### config.mk
export PLATFORM = sky130hd
export DESIGN_NAME = ovl_fire_event_logger
export DESIGN_NICKNAME = d
export VERILOG_FILES = /design/src/rtl/ovl_fire_event_logger.sv
export SDC_FILE = /design/constraint.sdc
export NUM_CORES = 1
export LEC_CHECK = 0
export ABC_AREA = 1
export BUFFER_PORTS_ARGS = -buffer_cell sky130_fd_sc_hd__buf_2
export CORE_MARGIN = 3
export CORE_UTILIZATION = 65
export DETAILED_ROUTE_END_ITERATION = 7
export PLACE_DENSITY_LB_ADDON = 0.1
export SYNTH_ARGS = -nofsm -noshare
export SYNTH_HDL_FRONTEND = slang
export SYNTH_SLANG_ARGS = --single-unit
### constraint.sdc
create_clock -name clock -period 10.9 [get_ports clock]
set_input_delay 1.635 -clock clock [delete_from_list [all_inputs] [get_ports clock]]
set_output_delay 1.635 -clock clock [all_outputs]
set_load 0.01 [all_outputs]
### src/rtl/ovl_fire_event_logger.sv
// ovl_fire_event_logger
// Synchronizes a 3-bit asynchronous fire vector, detects rising edges,
// keeps per-bit saturating occurrence counters and queues timestamped
// {mask, time} records in a small FIFO drained by a valid/ready consumer.
module ovl_fire_event_logger #(
  parameter int DEPTH       = 4,
  parameter int CNT_WIDTH   = 8,
  parameter int TS_WIDTH    = 16,
  parameter int SYNC_STAGES = 2
) (
  input  logic                 clock,
  input  logic                 reset,
  input  logic                 enable,
  input  logic                 clear,
  input  logic [2:0]           fire_in,
  output logic                 evt_valid,
  input  logic                 evt_ready,
  output logic [2:0]           evt_mask,
  output logic [TS_WIDTH-1:0]  evt_time,
  output logic [CNT_WIDTH-1:0] count_2state,
  output logic [CNT_WIDTH-1:0] count_xcheck,
  output logic [CNT_WIDTH-1:0] count_cover,
  output logic                 overflow
);

  localparam int AW = $clog2(DEPTH);
  localparam int PW = AW + 1;
  localparam int RW = 3 + TS_WIDTH;

  logic [2:0]           sync_q [SYNC_STAGES];
  logic [2:0]           prev_q;
  logic [TS_WIDTH-1:0]  ts_q;
  logic [RW-1:0]        mem_q [DEPTH];
  logic [PW-1:0]        wptr_q;
  logic [PW-1:0]        rptr_q;
  logic [CNT_WIDTH-1:0] cnt_q [3];
  logic [CNT_WIDTH-1:0] cnt_d [3];
  logic                 overflow_q;
  logic                 overflow_d;

  logic [2:0] sync_s;
  logic [2:0] rise_s;
  logic       event_s;
  logic       empty_s;
  logic       full_s;
  logic       pop_s;
  logic       push_s;
  logic       drop_s;

  assign sync_s  = sync_q[SYNC_STAGES-1];
  assign rise_s  = sync_s & ~prev_q & {3{enable}};
  assign event_s = (rise_s != 3'b000);

  // Full when the wrap bits differ but the index bits match.
  assign empty_s = (wptr_q == rptr_q);
  assign full_s  = (wptr_q[AW] != rptr_q[AW]) &&
                   (wptr_q[AW-1:0] == rptr_q[AW-1:0]);
  assign pop_s   = !empty_s && evt_ready;
  assign push_s  = event_s && (!full_s || pop_s);
  assign drop_s  = event_s && full_s && !pop_s;

  // Synchronizer chain and previous-sample register (prev ignores enable).
  always_ff @(posedge clock or posedge reset) begin
    if (reset) begin
      for (int i = 0; i < SYNC_STAGES; i++) sync_q[i] <= 3'b000;
      prev_q <= 3'b000;
    end else begin
      sync_q[0] <= fire_in;
      for (int i = 1; i < SYNC_STAGES; i++) sync_q[i] <= sync_q[i-1];
      prev_q <= sync_s;
    end
  end

  // Free-running timestamp, wraps naturally at its width.
  always_ff @(posedge clock or posedge reset) begin
    if (reset) begin
      ts_q <= '0;
    end else begin
      ts_q <= ts_q + TS_WIDTH'(1);
    end
  end

  // FIFO storage and pointers; a record carries the pre-edge timestamp.
  always_ff @(posedge clock or posedge reset) begin
    if (reset) begin
      for (int i = 0; i < DEPTH; i++) mem_q[i] <= '0;
      wptr_q <= '0;
      rptr_q <= '0;
    end else begin
      if (push_s) begin
        mem_q[wptr_q[AW-1:0]] <= {rise_s, ts_q};
        wptr_q <= wptr_q + PW'(1);
      end
      if (pop_s) begin
        rptr_q <= rptr_q + PW'(1);
      end
    end
  end

  // Counter and overflow next state: clear beats increment, a drop beats clear.
  always_comb begin
    for (int b = 0; b < 3; b++) begin
      cnt_d[b] = cnt_q[b];
      if (clear) begin
        cnt_d[b] = '0;
      end else if (rise_s[b] && (cnt_q[b] != {CNT_WIDTH{1'b1}})) begin
        cnt_d[b] = cnt_q[b] + CNT_WIDTH'(1);
      end else begin
        cnt_d[b] = cnt_q[b];
      end
    end
    overflow_d = overflow_q;
    if (drop_s) begin
      overflow_d = 1'b1;
    end else if (clear) begin
      overflow_d = 1'b0;
    end else begin
      overflow_d = overflow_q;
    end
  end

  // Counter and overflow registers.
  always_ff @(posedge clock or posedge reset) begin
    if (reset) begin
      for (int b = 0; b < 3; b++) cnt_q[b] <= '0;
      overflow_q <= 1'b0;
    end else begin
      for (int b = 0; b < 3; b++) cnt_q[b] <= cnt_d[b];
      overflow_q <= overflow_d;
    end
  end

  assign evt_valid              = !empty_s;
  assign {evt_mask, evt_time}   = mem_q[rptr_q[AW-1:0]];
  assign count_2state           = cnt_q[0];
  assign count_xcheck           = cnt_q[1];
  assign count_cover            = cnt_q[2];
  assign overflow               = overflow_q;

endmodule

==> results of run 1 <==
## worst max-delay path, cell delays in order (launching register included)
cell	delay [ps]
dfrtp_1	360
buf_4	260
inv_2	540
o21ai_0	210
o22ai_1	240
buf_2	180
## metal layers
layer / track usage / up-vias / wire length [um]
met1: 0.399 / 2803 / 6640
li1: - / 2726 / -
met4: 0.122 / 0 / 466
met2: 0.467 / 282 / 7570
met3: 0.0729 / 51 / 1240
met5: 0 / - / 0
## power groups by stage
stage	registers [W]	clock network [W]	logic [W]
finish	0.000611	0.000561	0.000543
global route	0.000619	0.000587	0.000598
CTS	0.000610	0.000566	0.000535
detailed placement	0.000616	0	0.000529
global placement	0.000614	0	0.000514
floorplan	0.000609	0	0.000384
## stage by stage
stage                     instance area, um^2  hold WS, ps  std cells
after floorplan                          6530          331        805
after global placement                   6740          333        941
after detailed placement                 6740          339        941
after CTS                                7330          352        972
after global routing                     7330          354        972
final                                    7330          350        972
## path summary, 6_finish.rpt
kind	depth (start not counted)	startpoint	slack (ps)	end
min in group asynchronous	2	reset	1200	mem_q[39]$_DFFE_PP0P_
max in group asynchronous	3	reset	8260	count_cover[3]$_DFFE_PP0P_
hold reg to reg	0	sync_q[4]$_DFF_PP0_	350	sync_s[1]$_DFF_PP0_
setup reg to reg	10	rptr_q[0]$_DFFE_PP0P_	7750	wptr_q[2]$_DFFE_PP0P_
setup / recovery	5	rptr_q[0]$_DFFE_PP0P_	6920	evt_time[15]
hold / removal	0	sync_q[4]$_DFF_PP0_	350	sync_s[1]$_DFF_PP0_
## area by class of cell
class	instances	area share
clock buffers	21	0.0640
repair buffers	57	0.0406
flip-flops and latches	132	0.450
inverters	49	0.0254
clock inverters	10	0.0167
well taps	129	0.0220
multi-input cells	574	0.381
## state kept, by name, indices dropped and copies added (netlist names), 8 cells and up
name / cells
mem_q: 76
ts_q: 16
count_2state: 8
count_cover: 8
count_xcheck: 8
## cell families (layout without fill, tap and decap cells)
| family | after synthesis | count (layout) |
|---|---|---|
| AO/OA/AOI/OAI | 64 | 64 |
| AND/OR/NAND/NOR | 486 | 486 |
| adder cells (fa/ha/maj) | 9 | 9 |
| XOR/XNOR | 15 | 15 |
| flip-flops | 132 | 132 |
| buffers and inverters | 99 | 137 |
## cells in the final DEF (no fill, tap or decap), types with 9 or more instances in the layout
| cell type | synthesis | layout |
|---|---|---|
| nor3_1 | 9 | 9 |
| nand2_1 | 272 | 272 |
| inv_1 | 45 | 44 |
| dfrtp_1 | 132 | 132 |
| xor2_1 | 11 | 11 |
| ha_1 | 9 | 9 |
| nand4_1 | 93 | 93 |
| o22ai_1 | 19 | 19 |
| o21ai_0 | 44 | 44 |
| nor2_1 | 65 | 65 |
| buf_2 | 15 | 52 |
| nand3_1 | 31 | 31 |
| clkbuf_16 | 0 | 16 |
==> out/metrics.csv, run 1 <==
metric,value,unit
yosys.area.top_type,dfrtp_1,
antenna_found_initial,0,
drt_first_pass_iters,5,
synthToLayoutAreaGrowth,12.3,%
grt_pass1_vias,5631,
ys.warnings.count,0,
post-route-util,0.772,
viasPerCell,6.03,
grt_pass1_wl,26600,um
grt_max_degree,85,
peakVddDrop,0.000137,V
synth-seq-area-share,0.506,
p_leak,3.84,nW
ys_ff_latch,132,
tightest_slew,1010,ps
arrival,2340,ps
via_count,5862,
cts_tree,yes,
seqCellArea,0.00330,mm^2
gp_congestion,0.855,
final_layout_size_suffix_gt1_frac,0.125,
maxSlewViolCount,0,
critPathMaxFanout,42,
worstSetupStartpointType,flip-flop,
setup_viol,0,
cts_max_path_buffers,2,
synthesis.area,0.00653,mm^2
ctsHoldBuffers,0,
finalPower,0.00172,W
maxCapViolCount,0,
fin_crit_sh,0.365,
clock_skew,8.83,ps
max_freq,0.251,GHz
cts_buffers,17,
crit_type,flip-flop to output port,
clock_latency,520,ps
clkPwrFrac,0.327,
synth_compound_area_frac,0.0527,
wl_per_cell,16.4,um
start_util,0.687,
synth_ff_type,dfrtp_1,
drcViolationCount,0,
synth_commonest_cells,"nand2_1 (272), dfrtp_1 (132), nand4_1 (93)",
synth_edf_count,0,
ctsResizeCount,0,
fillers,656,
netlist_instances,805,
diodes,0,
synth_cell_types,27,
end_kind,output port,
cts_root_buffer,clkbuf_8,
tns,0,ps
internal_power,0.00108,W
htree_levels,4,
synth-async-reset-ratio,1.00,
final.setup.worst_slack,6920,ps
synth_xor_area_frac,0.0201,
gr-usage-all-layers,0.297,
synthAdderAreaFrac,0.0172,
rsz0062_at_grt,no,
cts_setup_buffers,0,
ys_top_cells_by_area,"dfrtp_1 (51%), nand2_1 (16%), nand4_1 (8.9%)",
powerDensity,234,mW/mm^2
synth.avg_cell_area,8.11,um^2
status,"complete, no violations",
grt.overflow.total,0,
p_comb_frac,0.316,
synthesis.nets,822,
drt-initial-drc-count,501,
multiInputGateArea,0.00279,mm^2
yosys.area_share.simple,0.338,
drtAntennaViolNets,0,
cts_sinks,132,
die-area,0.0113,mm^2
dpl_worst_slack,7290,ps
portBuffers,52,
synth_most_common_cell,nand2_1,
die_x,106,um
die_y,106,um
finalHoldViolations,0,
core,0.00950,mm^2
hp-class,flip-flop to flip-flop,
synth_top_area_share,0.506,
slew_headroom,0.329,
p_seq_frac,0.356,
final_nets,848,
synthMuxAreaShare,0,
io_pins,53,
dp_hpwl,9370,um
power.switching,0.000637,W
synth_top_family_by_area,simple AND/OR/NAND/NOR gates,
clk_pin_slew,60,ps
wirelength,15900,um
required,9270,ps
p_sw_frac,0.371,
period_needed,3980,ps
placementRows,35,
Power figures use the tool's default switching activity.
==> run 2: changes to the inputs <==
--- a/config.mk
+++ b/config.mk
@@ -8,7 +8,7 @@
 export ABC_AREA = 1
 export BUFFER_PORTS_ARGS = -buffer_cell sky130_fd_sc_hd__buf_2
 export CORE_MARGIN = 3
-export CORE_UTILIZATION = 65
+export CORE_UTILIZATION = 60
 export DETAILED_ROUTE_END_ITERATION = 7
 export PLACE_DENSITY_LB_ADDON = 0.1
 export SYNTH_ARGS = -nofsm -noshare
==> constraint.sdc (replaced) <==
create_clock -name clock -period 3.9 [get_ports clock]
set_input_delay 0.585 -clock clock [delete_from_list [all_inputs] [get_ports clock]]
set_output_delay 0.585 -clock clock [all_outputs]
set_load 0.01 [all_outputs]
==> out/metrics.csv, run 2 (synthesis gave the netlist of run 1 again) <==
metric,value,unit,change
drt_first_pass_iters,5,,unchanged
ctsResizeCount,0,,unchanged
dp_hpwl,9590,um,was 9370 um
cts_sinks,132,,unchanged
cts_tree,yes,,unchanged
clock_skew,10.0,ps,was 8.83 ps
ctsHoldBuffers,0,,unchanged
cts_root_buffer,clkbuf_8,,unchanged
htree_levels,4,,unchanged
required,3310,ps,was 9270 ps
portBuffers,52,,unchanged
grt_max_degree,133,,was 85
grt.overflow.total,0,,unchanged
peakVddDrop,0.000682,V,was 0.000137 V
core,0.0105,mm^2,was 0.00950 mm^2
via_count,5839,,was 5862
grt_pass1_wl,26900,um,was 26600 um
final_layout_size_suffix_gt1_frac,0.125,,about the same
synthToLayoutAreaGrowth,13.9,%,was 12.3%
top_register,mem_q,,unchanged
maxCapViolCount,0,,unchanged
grt-busiest-layer,met2,,unchanged
tns,0,ps,unchanged
gr-usage-all-layers,0.287,,was 0.297
clock_latency,540,ps,was 520 ps
cpPeakStageDelay,530,ps,was 540 ps
r2r_cells,9,,was 10
maxSlewViolCount,0,,unchanged
die-area,0.0122,mm^2,was 0.0113 mm^2
critPathMaxFanout,40,,was 42
dpl_worst_slack,1480,ps,was 7290 ps
holdPathStages,1,,was 0
setup_viol,0,,unchanged
period_needed,2700,ps,
tightest_slew,918,ps,was 1010 ps
crit_type,flip-flop to output port,,unchanged
drtAntennaViolNets,0,,unchanged
start_util,0.624,,was 0.687
drcViolationCount,0,,unchanged
met3_usage,0.0676,,was 0.0729
finalHoldViolations,0,,unchanged
arrival,2120,ps,was 2340 ps
slowest_stage,inv_2,,unchanged
end_kind,output port,,unchanged
grt_pass1_vias,5483,,was 5631
gp_congestion,0.858,,was 0.855
hp-class,primary input to flip-flop,,was flip-flop to flip-flop
viasPerCell,5.95,,was 6.03
wirelength,16100,um,was 15900 um
fin_crit_sh,0.693,,
cts_max_path_buffers,2,,unchanged
reg_top3,"mem_q x76, ts_q x16",,unchanged
final_common_cell,nand2_1,,unchanged
powerDensity,678,mW/mm^2,was 234 mW/mm^2
drt-initial-drc-count,764,,was 501
slew_headroom,0.388,,was 0.329
die_x,110,um,was 106 um
cts_setup_buffers,0,,unchanged
final_cell_mix,"nand2_1 (272), dfrtp_1 (132), nand4_1 (93), nor2_1 (65), buf_2 (52)",,unchanged
grt_use_met2,0.433,,was 0.467
wl_per_cell,16.4,um,about the same
placementRows,37,,was 35
fillers,805,,was 656
post-route-util,0.711,,was 0.772
clk_pin_slew,60,ps,about the same
final_nets,850,,was 848
p_leak,3.91,nW,was 3.84 nW
crit_chain,inv_2 -> o21ai_0 -> o22ai_1 -> buf_2,,was buf_4 -> inv_2 -> o21ai_0 -> o22ai_1 -> buf_2
io_pins,53,,unchanged
die_y,110,um,was 106 um
status,"complete, no violations",,unchanged
diodes,0,,unchanged
antenna_found_initial,0,,unchanged
max_freq,0.370,GHz,
cts_buffers,17,,unchanged
largest_reg_flops,76,,unchanged
grt_use_met1,0.406,,was 0.399
rsz0062_at_grt,no,,unchanged
final.setup.worst_slack,1200,ps,was 6920 ps
worstSetupStartpointType,flip-flop,,unchanged
## run 2: critical path: cells and delay by family, from the launching register on
kind	cells	cell delay [ps]
compound gates	2	460
flops	1	390
buf+inv	2	730
## run 2: final timing paths
kind | slack [ps] | from | to
max in group asynchronous | 3090 | reset | count_cover[3]$_DFFE_PP0P_
worst min-delay path | 150 | fire_in[1] | sync_q[4]$_DFF_PP0_
worst max register to register | 1410 | rptr_q[0]$_DFFE_PP0P_ | wptr_q[0]$_DFFE_PP0P_
worst min register to register | 360 | sync_q[5]$_DFF_PP0_ | sync_s[2]$_DFF_PP0_
worst max-delay path | 1200 | rptr_q[0]$_DFFE_PP0P_ | evt_mask[2]
min in group asynchronous | 180 | reset | ts_q[1]$_DFF_PP0_
## run 2: routing by layer
| metal | vias to the layer above | wire length (um) |
|---|---|---|
| met5 | - | 0 |
| met2 | 255 | 7440 |
| met1 | 2821 | 6920 |
| li1 | 2735 | - |
| met4 | 0 | 293 |
| met3 | 28 | 1400 |
## run 2: area by class of cell
cell class	count	area, um^2	share of cell area
multi-input combinational	574	2790	0.375
clock inverter	10	200	0.0269
timing repair buffer	59	325	0.0437
tap	136	170	0.0229
clock buffer	22	463	0.0622
inverter	49	188	0.0252
sequential	132	3300	0.444
## run 2: report_power, final
group,internal (W),total [W],switching (W)
sequential,0.00158,0.00171,0.000128
clock,0.00121,0.00179,0.000572
combinational,0.000464,0.00155,0.00109
total,0.00326,0.00505,0.00179
## run 2: metrics by stage
step | total power (W) | instances | cell area, um^2 | hold WS (ps)
after floorplan | 0.00278 | 805 | 6540 | 331
after global placement | 0.00320 | 950 | 6780 | 335
after detailed placement | 0.00325 | 950 | 6780 | 340
after CTS | 0.00505 | 982 | 7440 | 136
after global routing | 0.00532 | 982 | 7440 | 144
final | 0.00505 | 982 | 7440 | 153
==> run 3: changes to the inputs <==
--- a/config.mk
+++ b/config.mk
@@ -5,10 +5,10 @@
 export SDC_FILE = /design/constraint.sdc
 export NUM_CORES = 1
 export LEC_CHECK = 0
-export ABC_AREA = 1
+export ABC_AREA = 0
 export BUFFER_PORTS_ARGS = -buffer_cell sky130_fd_sc_hd__buf_2
 export CORE_MARGIN = 3
-export CORE_UTILIZATION = 60
+export CORE_UTILIZATION = 59
 export DETAILED_ROUTE_END_ITERATION = 7
 export PLACE_DENSITY_LB_ADDON = 0.1
 export SYNTH_ARGS = -nofsm -noshare
==> constraint.sdc (replaced) <==
create_clock -name clock -period 2.5 [get_ports clock]
set_input_delay 0.375 -clock clock [delete_from_list [all_inputs] [get_ports clock]]
set_output_delay 0.375 -clock clock [all_outputs]
set_load 0.01 [all_outputs]
==> out/metrics.csv, run 3 <==
metric,value,unit,change
via_count,3662,,was 5839
wirelength,11500,um,was 16100 um
dp_hpwl,7320,um,was 9590 um
largest_reg_flops,76,,unchanged
cts_buffers,17,,unchanged
gp_congestion,0.794,,was 0.858
clock_skew,11.0,ps,was 10.0 ps
diodes,0,,unchanged
drtAntennaViolNets,0,,unchanged
maxSlewViolCount,0,,unchanged
p_comb_frac,0.247,,was 0.307
synth-async-reset-ratio,1.00,,unchanged
yosys.area.top_type,dfrtp_1,,unchanged
arrival,1970,ps,was 2120 ps
cts_root_buffer,clkbuf_8,,unchanged
max_freq,0.427,GHz,
cts_sinks,132,,unchanged
grt_pass1_vias,3766,,was 5483
portBuffers,52,,unchanged
grt_max_degree,39,,was 133
cts_max_path_buffers,2,,unchanged
critPathMaxFanout,21,,was 40
hp-class,primary input to flip-flop,,unchanged
final_nets,508,,was 850
required,2120,ps,was 3310 ps
p_sw_frac,0.274,,was 0.354
synth_commonest_cells,"dfrtp_1 (132), mux2_2 (29), mux2_1 (21), nor2_1 (21), mux4_2 (19)",,"was nand2_1 (272), dfrtp_1 (132), nand4_1 (93)"
core,0.00982,mm^2,was 0.0105 mm^2
io_pins,53,,unchanged
post-route-util,0.727,,was 0.711
ys.warnings.count,0,,unchanged
viasPerCell,5.75,,was 5.95
top_register,mem_q,,unchanged
synthesis.nets,441,,was 822
die-area,0.0114,mm^2,was 0.0122 mm^2
ys_ff_latch,132,,unchanged
final_layout_size_suffix_gt1_frac,0.333,,was 0.125
synthesis.area,0.00599,mm^2,was 0.00653 mm^2
p_leak,3.41,nW,was 3.91 nW
p_seq_frac,0.376,,was 0.339
slew_headroom,0.576,,was 0.388
placementRows,36,,was 37
clkPwrFrac,0.377,,was 0.354
synth.avg_cell_area,14.1,um^2,was 8.11 um^2
final_common_cell,dfrtp_1,,was nand2_1
die_y,107,um,was 110 um
worstSetupStartpointType,flip-flop,,unchanged
end_kind,output port,,unchanged
drt_first_pass_iters,4,,was 5
synth_ff_type,dfrtp_1,,unchanged
crit_type,flip-flop to output port,,unchanged
synth-seq-area-share,0.551,,was 0.506
reg_top3,"mem_q x76, ts_q x16",,unchanged
synth_cell_types,42,,was 27
rsz0062_at_grt,no,,unchanged
start_util,0.610,,was 0.624
setup_viol,0,,unchanged
final_cell_mix,"dfrtp_1 (132), buf_2 (52), mux2_2 (29), nor2_1 (21), mux2_1 (21)",,"was nand2_1 (272), dfrtp_1 (132), nand4_1 (93), nor2_1 (65), buf_2 (52)"
clock_latency,520,ps,was 540 ps
multiInputGateArea,0.00253,mm^2,was 0.00279 mm^2
r2r_cells,5,,was 9
antenna_found_initial,0,,unchanged
wl_per_cell,18.0,um,was 16.4 um
ys_top_cells_by_area,"dfrtp_1 (55%), mux4_2 (7.1%), mux2_2 (5.5%)",,"was dfrtp_1 (51%), nand2_1 (16%), nand4_1 (8.9%)"
netlist_instances,424,,was 805
synth_top_area_share,0.551,,was 0.506
finalHoldViolations,0,,unchanged
synth_most_common_cell,dfrtp_1,,was nand2_1
cts_tree,yes,,unchanged
tns,0,ps,unchanged
seqCellArea,0.00330,mm^2,unchanged
synthToLayoutAreaGrowth,19.1,%,was 13.9%
fin_crit_sh,0.936,,
fillers,673,,was 805
holdPathStages,3,,was 1
clk_pin_slew,60,ps,about the same
grt_pass1_wl,19300,um,was 26900 um
period_needed,2340,ps,
tightest_slew,634,ps,was 918 ps
drt-initial-drc-count,152,,was 764
internal_power,0.00520,W,was 0.00326 W
maxCapViolCount,0,,unchanged
powerDensity,1000,mW/mm^2,was 678 mW/mm^2
power.switching,0.00196,W,was 0.00179 W
status,"complete, no violations",,unchanged
htree_levels,4,,unchanged
gr-usage-all-layers,0.222,,was 0.287
die_x,107,um,was 110 um
grt.overflow.total,0,,unchanged
drcViolationCount,0,,unchanged
peakVddDrop,0.000590,V,was 0.000682 V
synth_edf_count,0,,unchanged
## run 3: changes by cell type after synthesis, sizes merged, moves of 14 or more
cell / change
nand2: -261
nand4: -83
mux2: +66
nor2: -46
inv: -39
o21ai: -33
nand3: -24
mux4: +19
o22ai: -18
buf: -16
xnor2: +14
## run 3: power by group through the flow
stage	Clock, W	Combinational, W	Sequential (W)
floorplan	0	0.00132	0.00268
global placement	0	0.00174	0.00271
detailed placement	0	0.00178	0.00273
CTS	0.00274	0.00181	0.00270
global route	0.00283	0.00192	0.00275
finish	0.00270	0.00177	0.00269
## run 3: layout make-up
cell class / instances / area share
sequential: 132 / 0.463
multi-input combinational: 261 / 0.354
clock buffer: 22 / 0.0663
timing repair buffer: 69 / 0.0633
clock inverter: 10 / 0.0245
tap: 133 / 0.0233
inverter: 10 / 0.00579
## run 3: timing repair
| action | 4_1_cts | 5_1_grt |
|---|---|---|
| gates resized for setup | 1 | 0 |
| buffers inserted | 0 | 0 |
| hold endpoints to repair | 25 | 0 |
| endpoints found under the setup margin | 1 | 0 |
| hold buffers | 4 | 0 |
## run 3: final timing paths
check	start	to	slack (ps)
worst max-delay path	rptr_q[0]$_DFFE_PP0P_	evt_mask[2]	160
worst min-delay path	evt_ready	rptr_q[2]$_DFFE_PP0P_	150
worst max register to register	wptr_q[0]$_DFFE_PP0P_	mem_q[28]$_DFFE_PP0P_	330
worst min register to register	sync_q[5]$_DFF_PP0_	sync_s[2]$_DFF_PP0_	350
max in group asynchronous	reset	mem_q[74]$_DFFE_PP0P_	1290
min in group asynchronous	reset	mem_q[20]$_DFFE_PP0P_	510
## run 3: cell families after synthesis
group / Yosys count / share of synthesized area
AOI/OAI and AO/OA: 46 / 0.0645
and+or+nand+nor: 82 / 0.0750
buffers and inverters: 31 / 0.0269
muxes: 89 / 0.212
DFF: 132 / 0.551
xor gates and xnor gates: 35 / 0.0512
adders and majority gates: 9 / 0.0188
## run 3: per-layer routing
| layer | global-route usage | part of all wire | vias up |
|---|---|---|---|
| met1 | 0.295 | 0.44 | 1887 |
| met3 | 0.0578 | 0.040 | 5 |
| met4 | 0.0740 | 0.0061 | 0 |
| met2 | 0.361 | 0.51 | 81 |
| li1 | - | - | 1689 |
| met5 | 0 | 0 | - |
## run 3: worst max-delay path: stages, from the launching register on
cell and delay, ps:
dfrtp_1 390, buf_6 310, mux4_2 580, buf_2 160
## run 3: through the flow
| stage | std cells | power (W) | instance area, um^2 | hold slack, ps | setup slack, ps |
|---|---|---|---|---|---|
| 6_report | 637 | 0.00716 | 7140 | 155 | 159 |
| 5_1_grt | 637 | 0.00749 | 7140 | 156 | 78.8 |
| 4_1_cts | 637 | 0.00725 | 7140 | 127 | 97.0 |
| 3_5_place_dp | 601 | 0.00451 | 6440 | 337 | 373 |
| 3_3_place_gp | 601 | 0.00445 | 6440 | 333 | 455 |
| 2_1_floorplan | 424 | 0.00400 | 5990 | 331 | 488 |
